## src/rtl/carpark_pkg.sv

```systemverilog
// carpark_pkg: gate-state encoding, default parameters and timer sizing for the car-park gate controller
package carpark_pkg;
    typedef enum logic [1:0] {
        G_IDLE    = 2'd0,
        G_OPENING = 2'd1,
        G_OPEN    = 2'd2,
        G_CLOSING = 2'd3
    } gate_state_t;
    localparam int CAPACITY_DEF     = 16;
    localparam int CNT_W_DEF        = 8;
    localparam int OPEN_TIMEOUT_DEF = 1000;
    localparam int ACK_TIMEOUT_DEF  = 100;
    function automatic int timer_w(input int a, input int b);
        int m;
        m = a > b ? a : b;
        return m > 1 ? $clog2(m) : 1;
    endfunction
endpackage

```

## src/rtl/carpark_occupancy_counter.sv

```systemverilog
// carpark_occupancy_counter: saturating occupancy counter with full/empty compares and sticky range error
module carpark_occupancy_counter
    import carpark_pkg::*;
#(
    parameter int CAPACITY = CAPACITY_DEF,
    parameter int CNT_W    = CNT_W_DEF
) (
    input  logic             clk,
    input  logic             reset_n,
    input  logic             enter,
    input  logic             exit,
    output logic [CNT_W-1:0] count,
    output logic             full,
    output logic             empty,
    output logic             range_err
);
    localparam logic [CNT_W-1:0] CAP = CNT_W'(CAPACITY);
    assign full  = count == CAP;
    assign empty = count == '0;
    always_ff @(posedge clk or negedge reset_n) begin
        if (!reset_n) begin
            count     <= '0;
            range_err <= 1'b0;
        end else if (enter && !exit) begin
            if (full) range_err <= 1'b1;
            else count <= count + 1'b1;
        end else if (exit && !enter) begin
            if (empty) range_err <= 1'b1;
            else count <= count - 1'b1;
        end
    end
endmodule

```

## src/rtl/carpark_gate_ctrl.sv

```systemverilog
// carpark_gate_ctrl: entry-barrier FSM with occupancy tracking; CARPARK_RESERVE_EN adds permit input and RESERVED spaces
module carpark_gate_ctrl
    import carpark_pkg::*;
#(
    parameter int CAPACITY     = CAPACITY_DEF,
    parameter int CNT_W        = CNT_W_DEF,
    parameter int OPEN_TIMEOUT = OPEN_TIMEOUT_DEF,
    parameter int ACK_TIMEOUT  = ACK_TIMEOUT_DEF
`ifdef CARPARK_RESERVE_EN
    ,
    parameter int RESERVED     = 2
`endif
) (
    input  logic             clk,
    input  logic             reset_n,
    input  logic             ticket_req,
    input  logic             enter,
    input  logic             exit,
    input  logic             gate_ack,
`ifdef CARPARK_RESERVE_EN
    input  logic             permit,
`endif
    output logic             gate_open,
    output logic [CNT_W-1:0] count,
    output logic             full,
    output logic             empty,
    output logic             reject,
    output logic             fault
);
    localparam int TW = timer_w(OPEN_TIMEOUT, ACK_TIMEOUT);
    localparam logic [TW-1:0] OPEN_LAST = TW'(OPEN_TIMEOUT - 1);
    localparam logic [TW-1:0] ACK_LAST  = TW'(ACK_TIMEOUT - 1);

    gate_state_t   state;
    logic [TW-1:0] timer;
    logic          refuse;
    logic          range_err;
    logic          gate_fault;

`ifdef CARPARK_RESERVE_EN
    assign refuse = permit ? full : count >= CNT_W'(CAPACITY - RESERVED);
`else
    assign refuse = full;
`endif
    assign fault = gate_fault | range_err;

    carpark_occupancy_counter #(.CAPACITY(CAPACITY), .CNT_W(CNT_W)) u_occ (
        .clk       (clk),
        .reset_n   (reset_n),
        .enter     (enter),
        .exit      (exit),
        .count     (count),
        .full      (full),
        .empty     (empty),
        .range_err (range_err)
    );

    // Every transition clears the timer; staying in a non-idle state advances it.
    always_ff @(posedge clk or negedge reset_n) begin
        if (!reset_n) begin
            state      <= G_IDLE;
            timer      <= '0;
            gate_open  <= 1'b0;
            reject     <= 1'b0;
            gate_fault <= 1'b0;
        end else begin
            reject <= 1'b0;
            timer  <= timer + 1'b1;
            case (state)
                G_IDLE: begin
                    timer <= '0;
                    if (ticket_req && refuse) reject <= 1'b1;
                    else if (ticket_req) begin
                        state     <= G_OPENING;
                        gate_open <= 1'b1;
                    end
                end
                G_OPENING: begin
                    if (gate_ack) begin
                        state <= G_OPEN;
                        timer <= '0;
                    end else if (timer == ACK_LAST) begin
                        state      <= G_CLOSING;
                        gate_open  <= 1'b0;
                        gate_fault <= 1'b1;
                        timer      <= '0;
                    end
                end
                G_OPEN: begin
                    if (enter || timer == OPEN_LAST) begin
                        state     <= G_CLOSING;
                        gate_open <= 1'b0;
                        timer     <= '0;
                    end
                end
                G_CLOSING: begin
                    if (!gate_ack || timer == ACK_LAST) begin
                        state <= G_IDLE;
                        timer <= '0;
                        if (gate_ack) gate_fault <= 1'b1;
                    end
                end
            endcase
        end
    end
endmodule

```

## config.mk

```make
export PLATFORM = sky130hd
export DESIGN_NAME = carpark_gate_ctrl
export DESIGN_NICKNAME = d
export VERILOG_FILES = /design/src/rtl/carpark_pkg.sv /design/src/rtl/carpark_occupancy_counter.sv /design/src/rtl/carpark_gate_ctrl.sv
export SDC_FILE = /design/constraint.sdc
export NUM_CORES = 1
export LEC_CHECK = 0
export BUFFER_PORTS_ARGS = -buffer_cell sky130_fd_sc_hd__buf_4
export CAP_MARGIN = 20
export CORE_MARGIN = 2
export CORE_UTILIZATION = 45
export DETAILED_ROUTE_END_ITERATION = 12
export PLACE_DENSITY = 0.67
export SLEW_MARGIN = 30
export SYNTH_ARGS = -nofsm -noshare
export SYNTH_HDL_FRONTEND = slang
export SYNTH_SLANG_ARGS = --single-unit
```

## constraint.sdc

```tcl
create_clock -name clk -period 2.3 [get_ports clk]
set_input_delay 0.345 -clock clk [delete_from_list [all_inputs] [get_ports clk]]
set_output_delay 0.345 -clock clk [all_outputs]
set_load 0.05 [all_outputs]
```

== After elaboration in Yosys (flattened, before gate mapping) ==
Index checks and enable logic that the tools add are counted.
W data, S select, Z words.
Word-level totals
  input bits: 6
  output and inout port bits: 13
  logic and storage cells: 80
  flip-flop bits (word level): 24
Operators by class
  muxes and demuxes: 33
  equal/unequal tests: 17
  reductions and logical operators: 19
  bitwise gates (word level): 1
  add/subtract/negate cells: 3
Operator list (count)
  $mux W10: 4
  $pmux W10 S4: 1
  $mux W8: 4
  $ne A2 B2 Y1 const B: 9
  $mux W1: 15
  $mux W2: 6
  $add A10 B1 Y10 const B: 1
  $eq A10 B10 Y1 const B: 1
  $eq A10 B7 Y1 const B: 1
  $reduce_and A5 Y1: 2
  $add A8 B1 Y8 const B: 1
  $eq A8 B5 Y1 const B: 1
  $logic_not A8 Y1: 1
  $pmux W2 S4: 1
  $sub A8 B1 Y8 const B: 1
  $reduce_and A3 Y1: 2
  $reduce_and A6 Y1: 1
  $reduce_bool A2 Y1: 3
  $eq A2 B2 Y1 const B: 2
  $logic_and A1 B1 Y1: 3
  $logic_not A1 Y1: 3
  $ne A3 B3 Y1 const B: 1
  $pmux W1 S3: 1
  $reduce_bool A3 Y1: 1
  other kinds (6): 7

== Logic depth before layout (Yosys ltp) ==
Gate-level depths: netlist of run 1.
  word-level depth: 4
  mapped depth: 9
  depth with buffers taken out: 9

== Modules after synthesis ==
A second synthesis of run 1 with hierarchy kept.
Unflattened totals
  cell total of the unflattened synthesis: 154
  area total of the unflattened synthesis: 1505.2 um^2
By module, submodules not included
  carpark_gate_ctrl: instances 1, cells an instance 87, area an instance 838.3 um^2, seq. area each 375.4 um^2
  carpark_occupancy_counter: instances 1, cells an instance 67, area an instance 666.9 um^2, seq. area each 225.2 um^2

== Worst setup path after synthesis of run 1 ==
No wires, ideal clock.
  path type: flip-flop to flip-flop
  start: register u_occ.count[3]
  end: register state[1]
  path buffers: 0
  setup time: 125 ps
  data arrival time: 2077 ps
  path slack: 98 ps
  data required time: 2175 ps
  cell stages (with the launch flop): 6
  period minus slack after synthesis: 2202 ps
  cells stage by stage: dfrtp_1 -> nor4_1 -> and3_1 -> o21a_1 -> nor2_1 -> mux2_2
On the way
  longest elaborated chain between the ends: 4
RTL lines
  start, declared: line carpark_occupancy_counter.sv:12  | output logic [CNT_W-1:0] count,
  start signal, assigned: line carpark_occupancy_counter.sv:26  | else count <= count + 1'b1;
  start signal, assigned: line carpark_occupancy_counter.sv:29  | else count <= count - 1'b1;
  $eq A8 B5 Y1: line carpark_occupancy_counter.sv:18  | assign full = count == CAP;
  net full: line carpark_gate_ctrl.sv:25  | output logic full,
  $logic_and A1 B1 Y1: line carpark_gate_ctrl.sv:72  | if (ticket_req && refuse) reject <= 1'b1;
  $ne A2 B2 Y1 (no source line)
  $reduce_and A5 Y1 (no source line)
  end signal, assigned: line carpark_gate_ctrl.sv:74  | state <= G_OPENING;
  end signal, assigned: line carpark_gate_ctrl.sv:80  | state <= G_OPEN;
  end signal, assigned: line carpark_gate_ctrl.sv:83  | state <= G_CLOSING;
  end, declared: line carpark_gate_ctrl.sv:34  | gate_state_t state;
The timed path passes the listed nets, and every way through them passes these cells.
A chain may end at the register's enable or synchronous reset.

== Final worst setup path of run 1 ==
  start: register timer[7]
  end: register gate_open
On the way
  longest elaborated chain between the ends: 4
  elaborated cells on any way between the ends: 6
  classes of those cells: eq/ne (4); reduce/logical (2)
RTL lines
  start, declared: line carpark_gate_ctrl.sv:35  | logic [TW-1:0] timer;
  start signal, assigned: line carpark_gate_ctrl.sv:68  | timer <= timer + 1'b1;
  $eq A10 B10 Y1: line carpark_gate_ctrl.sv:90  | if (enter || timer == OPEN_LAST) begin
  $logic_or A1 B1 Y1: line carpark_gate_ctrl.sv:90
  $ne A2 B2 Y1 (no source line)
  $reduce_and A6 Y1 (no source line) (*)
  end signal, assigned: line carpark_gate_ctrl.sv:75  | gate_open <= 1'b1;
  end signal, assigned: line carpark_gate_ctrl.sv:84  | gate_open <= 1'b0;
  end signal, assigned: line carpark_gate_ctrl.sv:92  | gate_open <= 1'b0;
  end, declared: line carpark_gate_ctrl.sv:23  | output logic gate_open,
Mark *: on every way between the ends. The rest lies on a longest branch, timed or not.

==> run_results.csv, run 1 <==
group,metric,value,unit
run_status,outcome,"finished clean",
synth,synthAdderAreaFrac,13.38,%
synth,yosys.cell_count.top_type,"dfrtp_1",
synth,netlist_top_cells_area,"dfrtp_1 (41%), ha_1 (12%), xnor2_1 (5.4%)",
detailed_routing,drc_errors,0,
synth,yosys.area_share.simple,16.72,%
detailed_routing,drtIter0Drc,64,
clocking,numCtsBuffers,3,
synth,yosys.area_share.xor_xnor,9.605,%
sta,drv_slew,0,
critical_path,endpoint,"gate_open$_DFFE_PN0P_",
synth,synth_cells,148,
min_path,worst_hold_path_type,"primary input to flip-flop",
critical_path,setup.worst_path.class,"flip-flop to flip-flop",
floorplanning,num_rows,20,
detailed_routing,ant_nets,0,
synth,synth_seq_cells,24,
critical_path,worstSetupEndpointType,"flip-flop",
floorplanning,core_area,0.003078,mm2
global_routing,grt_pass1_vias,1002,
sta,fin_crit_sh,89.75,%
floorplanning,io_pins,19,
detailed_routing,post_drt_wl_per_cell,12.84,um
global_routing,track_usage,17.33,%
place,dp_hpwl,2.102,mm
synth,synth_top_family_by_area,"simple AND/OR/NAND/NOR gates",
synth,netlist.area_leader.share,41.17,%
global_routing,grt_max_degree,25,
synth,synth_top_cell_by_area,"dfrtp_1",
critical_path,slowest_delay,0.53,ns
job,drv_cap,0,
place,io_buffers,18,
detailed_routing,vias,1115,
global_routing,grt_pass1_wl,4.740,mm
sta,hold_violations,0,
pwr,power,2.326,mW
global_routing,grt_overflow,0,
critical_path,arrival,2.31,ns
clocking,clkSlewWorstSetupHoldPaths,0.13,ns
finish,synthToLayoutAreaGrowth,18.18,%
synth,synth_top_flop_cell,"dfrtp_1",
synth,synth_edf_count,0,
sta,fin_crit,2.064,ns
floorplanning,start_util,47.40,%
synth,synthTopCellsByCount,"dfrtp_1 (24), nor2_1 (16), ha_1 (14)",
detailed_routing,dr.pass1.iters,4,
pwr,peakVddDrop,0.4480,mV
synth,synthMuxAreaShare,3.602,%
global_routing,antenna_found_initial,0,
place,dp_cells,210,
floorplanning,die_h,60.94,um
finish,drive_above_1_share,18.71,%
min_path,hp-start,"ticket_req",
critical_path,crit_path_cell_trace,"or4_1 -> nor3_2 -> nand2b_1 -> a2111oi_2 -> mux2i_1",
sta,max_slew_margin,73.47,%
sta,fmaxAchievable,484.4,MHz
pwr,p_per_area,1349,mW/mm2
floorplanning,die_area,0.003714,mm2
clocking,insertion_delay,0.32,ns
critical_path,ff2ff_path_depth,5,
finish,fin_nets,193,
sta,setup_viol,0,
finish,final_area,0.001724,mm2
sta,skew,0.004528,ns
finish,fin_util,56.02,%
critical_path,cp.required,2.55,ns
sta,rsz0062_at_grt,"false",
critical_path,startpoint,"timer[7]$_DFF_PN0_",
critical_path,worst_r2r_endpoint,"gate_open$_DFFE_PN0P_",
pwr,leakagePower,0.8419,nW
critical_path,worstPathMaxFanout,4,
place,place_area,0.001655,mm2
finish,diodes,0,
critical_path,r2r-start,"timer[7]$_DFF_PN0_",
detailed_routing,wl,2.761,mm
sta,tightest_slew,0.3980,ns
synth,synth.yosys.seq_area_share,41.17,%
clocking,clkSinkCount,24,
sta,holdWs,0.2670,ns
place,gp_congestion,0.7692,
clocking,cts-htree-levels,1,
synth,async_flop_share,100.0,%
finish,layout.cells.non_filler,215,
detailed_routing,viasPerCell,5.186,
clocking,cts_root_buffer,"clkbuf_4",
synth,syn-num-nets,169,
critical_path,rrSetupSlack,0.24,ns
critical_path,worst_setup_path_start_kind,"flip-flop",
synth,ys_types,36,
synth,synth_area,0.001459,mm2
synth,postSynthAreaPerCell,9.857,um2
clocking,cts_setup_buffers,0,
synth,ys_warn_count,0,
clocking,cts_tree,"built",
clocking,cts.path.max_buffers,2,
critical_path,critPathSlowestCell,"or4_1",
synth,synth-compound-area-share,12.61,%
floorplanning,die_width,60.94,um
-- power breakdown --
| part | total [mW] | switching, mW | internal (mW) |
|---|---|---|---|
| Sequential | 0.703 | 0.159 | 0.544 |
| Combinational | 1.32 | 0.805 | 0.512 |
| Clock | 0.306 | 0.130 | 0.176 |
| Total | 2.33 | 1.09 | 1.23 |
-- worst min-delay path by stage --
| stage | to | slack (ns) | cells past startpoint |
|---|---|---|---|
| global placement | u_occ.count[7]$_DFFE_PN0P_ | 0.26 | 1 |
| CTS | reject$_DFF_PN0_ | 0.26 | 2 |
| global route | reject$_DFF_PN0_ | 0.26 | 2 |
| finish | reject$_DFF_PN0_ | 0.27 | 2 |
| detailed placement | u_occ.count[7]$_DFFE_PN0P_ | 0.26 | 1 |
| floorplan | gate_fault$_DFFE_PN0P_ | 0.05 | 0 |
-- cell type report --
cell class,count,area [um2]
multi-input cells,113,822.0
well taps,44,55.05
fillers,272,1354
inverters,9,33.78
clock inverters,1,30.03
repair buffers,21,160.2
flip-flops and latches,24,600.6
clock buffers,3,22.52
-- state kept, by name, summed over array words and instances (netlist names) --
register / cells
state: 2
u_occ.count: 8
gate_open: 1
reject: 1
gate_fault: 1
timer: 10
u_occ.range_err: 1
-- placed cells by master (no fill, tap or decap), types with 2 or more instances in the layout --
master    netlist  routed
and3_1          5       5
o21ai_0         9       9
o21bai_1        2       2
nand2_1        10      10
a21oi_1         5       5
nor2_1         16      16
a21o_1          3       3
a211oi_1        3       3
nand3_1         5       5
inv_1           9       9
xnor2_1         9       9
clkbuf_4        0       3
nand2b_1        3       3
mux2i_1         3       3
ha_1           14      14
xor2_1          7       7
dfrtp_1        24      24
mux2_2          2       2
buf_4           0      20
-- layer usage --
layer | up-vias | GRT usage (%) | part of all wire (%)
li1 | 560 | - | -
met1 | 531 | 23.25 | 48
met2 | 22 | 28.42 | 47
met3 | 2 | 3.838 | 3.3
met4 | 0 | 4.658 | 0.91
met5 | - | 0 | 0
-- per-stage QoR --
| stage | setup TNS (ns) | setup WS, ns |
|---|---|---|
| after global routing | 0 | 0.09702 |
| after CTS | 0 | 0.1092 |
| final | 0 | 0.2357 |
| after detailed placement | -0.05409 | -0.02724 |
| after floorplan | 0 | 0.09786 |
| after global placement | 0 | 0.06748 |
-- critical path: cells and delay by family (launching register included) --
family          cells  cell delay, ns
compound gates      1            0.44
flops               1            0.44
mux                 1            0.23
simple gates        3            0.89
-- cells by family (layout without fill, tap and decap cells) --
group | after synthesis | count (layout)
AOI/OAI and AO/OA | 28 | 28
xor gates and xnor gates | 16 | 16
adders and majority gates | 15 | 15
buffers and inverters | 11 | 34
DFF | 24 | 24
muxes | 5 | 5
and+or+nand+nor | 49 | 49
-- what timing repair did --
item / 4_1_cts / 5_1_grt
gates resized for setup: 0 / 2
hold buffers: 1 / 0
hold endpoints to repair: 24 / 0
setup endpoints to repair: 0 / 2
Power figures use the tool's default switching activity.
==> run 2: changes to the inputs <==
--- a/config.mk
+++ b/config.mk
@@ -9,8 +9,10 @@
 export CAP_MARGIN = 20
 export CORE_MARGIN = 2
 export CORE_UTILIZATION = 45
+export CTS_BUF_LIST = sky130_fd_sc_hd__clkbuf_8 sky130_fd_sc_hd__clkbuf_16
 export DETAILED_ROUTE_END_ITERATION = 12
 export PLACE_DENSITY = 0.67
+export SKIP_LAST_GASP = 1
 export SLEW_MARGIN = 30
 export SYNTH_ARGS = -nofsm -noshare
 export SYNTH_HDL_FRONTEND = slang
==> constraint.sdc (replaced) <==
create_clock -name clk -period 2 [get_ports clk]
set_input_delay 0.3 -clock clk [delete_from_list [all_inputs] [get_ports clk]]
set_output_delay 0.3 -clock clk [all_outputs]
set_load 0.05 [all_outputs]
==> run_results.csv, run 2 (synthesis results as in run 1) <==
group,metric,value,unit
detailed_routing,viasPerCell,5.121,
sta,max_slew_margin,77.66,%
clocking,clkSinkCount,24,
detailed_routing,post_drt_wl_per_cell,12.97,um
detailed_routing,drc_errors,0,
pwr,power,2.957,mW
floorplanning,die_area,0.003714,mm2
place,place_area,0.001779,mm2
clocking,insertion_delay,0.28,ns
floorplanning,io_pins,19,
critical_path,worst_setup_path_start_kind,"flip-flop",
critical_path,setup.worst_path.class,"flip-flop to flip-flop",
critical_path,arrival,2.09,ns
global_routing,grt_pass1_wl,5.181,mm
sta,setup_viol,0,
critical_path,worstSetupEndpointType,"flip-flop",
global_routing,grt_overflow,0,
pwr,sw_frac_of_total,44.71,%
pwr,p_switching,1.322,mW
floorplanning,num_rows,20,
critical_path,cp.required,2.17,ns
critical_path,worstPathMaxFanout,3,
detailed_routing,wl,3.008,mm
detailed_routing,ant_nets,0,
detailed_routing,drtIter0Drc,66,
pwr,p_per_area,1559,mW/mm2
finish,regMostFlops,"timer",
finish,final_area,0.001897,mm2
sta,holdWs,0.2678,ns
critical_path,rrSetupSlack,0.08,ns
floorplanning,die_h,60.94,um
sta,fin_crit,1.915,ns
finish,synthToLayoutAreaGrowth,30.02,%
sta,fmaxAchievable,522.2,MHz
finish,reg_top3,"timer x10, u_occ.count x8, state x2",
global_routing,antenna_found_initial,0,
job,drv_cap,0,
clocking,cts_root_buffer,"clkbuf_8",
place,gp_congestion,0.8759,
pwr,power_frac_seq,26.9,%
floorplanning,core_area,0.003078,mm2
finish,layout_commonest_cell,"buf_4",
finish,drive_above_1_share,30.32,%
min_path,worst_hold_path_type,"primary input to flip-flop",
floorplanning,die_width,60.94,um
clocking,cts-htree-levels,1,
global_routing,grt_pass1_vias,1130,
detailed_routing,dr.pass1.iters,4,
sta,fin_ws,0.08486,ns
sta,drv_slew,0,
place,dp_hpwl,2.185,mm
sta,tightest_slew,0.3351,ns
pwr,leakagePower,0.9293,nW
clocking,cts_tree,"built",
clocking,clkSlewWorstSetupHoldPaths,0.09,ns
pwr,pwr-share-clk,14.7,%
clocking,numCtsBuffers,3,
place,io_buffers,18,
global_routing,track_usage,18.92,%
pwr,intPower,1.635,mW
run_status,outcome,"finished clean",
finish,final_cell_mix,"buf_4 (37), dfrtp_1 (22), nor2_1 (15)",
global_routing,grt_max_degree,25,
sta,hold_violations,0,
floorplanning,start_util,47.40,%
finish,fin_nets,210,
finish,diodes,0,
pwr,peakVddDrop,0.7245,mV
place,dpl_worst_slack,-0.1363,ns
finish,largest_reg_flops,10,
detailed_routing,vias,1188,
clocking,cts.path.max_buffers,2,
sta,fin_crit_sh,95.76,%
pwr,combPwrFrac,58.3,%
sta,skew,0.009787,ns
-- run 2: repair_timing --
| item | 4_1_cts | 5_1_grt |
|---|---|---|
| gates resized for setup | 0 | 9 |
| buffers inserted | 0 | 1 |
| setup endpoints to repair | 0 | 15 |
| hold buffers | 1 | 0 |
| endpoints found under the hold margin | 24 | 0 |
-- run 2: worst paths after layout --
check                                       startpoint                         end  cells past startpoint
min in group asynchronous                      reset_n      gate_fault$_DFFE_PN0P_                      2
worst max register to register      timer[2]$_DFF_PN0_        state[1]$_DFFE_PN0P_                      6
worst min register to register  gate_fault$_DFFE_PN0P_      gate_fault$_DFFE_PN0P_                      1
worst max-delay path                timer[2]$_DFF_PN0_        state[1]$_DFFE_PN0P_                      6
worst min-delay path                        ticket_req            reject$_DFF_PN0_                      2
max in group asynchronous                      reset_n  u_occ.count[0]$_DFFE_PN0P_                      2
-- run 2: critical path, cell delays in order (launching register included) --
cell	delay (ns)
dfrtp_1	0.39
or4_1	0.58
nor3_4	0.18
buf_4	0.14
o21ai_2	0.06
nor2_2	0.12
mux2_2	0.33
-- run 2: power groups by stage --
stage               Combinational (mW)  Sequential (mW)  Clock [mW]
floorplan                        0.829             1.10           0
global placement                  1.65            0.790           0
detailed placement                1.67            0.799           0
CTS                               1.69            0.789       0.445
global route                      1.88            0.823       0.474
finish                            1.73            0.795       0.436
-- run 2: layout make-up --
cell class / instances / area [um2]
fill: 254 / 1181
multi-input combinational: 113 / 845.8
sequential: 24 / 603.1
timing repair buffer: 38 / 287.8
tap: 44 / 55.05
clock buffer: 3 / 41.29
inverter: 9 / 33.78
clock inverter: 1 / 30.03
-- run 2: metrics by stage --
stage	util [%]	cells	TNS, ns
detailed placement	57.80	226	-0.1624
CTS	60.45	231	0
finish	61.63	232	0
global placement	57.80	226	-0.07384
floorplan	-	148	-0.08396
global route	61.63	232	-0.08417
-- run 2: routing by layer --
layer  track usage, %  vias to the layer above  part of all wire (%)  wire, um
met4            4.658                        0                  0.86        26
met2            29.95                       31                    45      1351
met3            3.198                        2                   4.8       144
met1            27.07                      560                    49      1485
li1                 -                      595                     -         -
met5                0                        -                     0         0
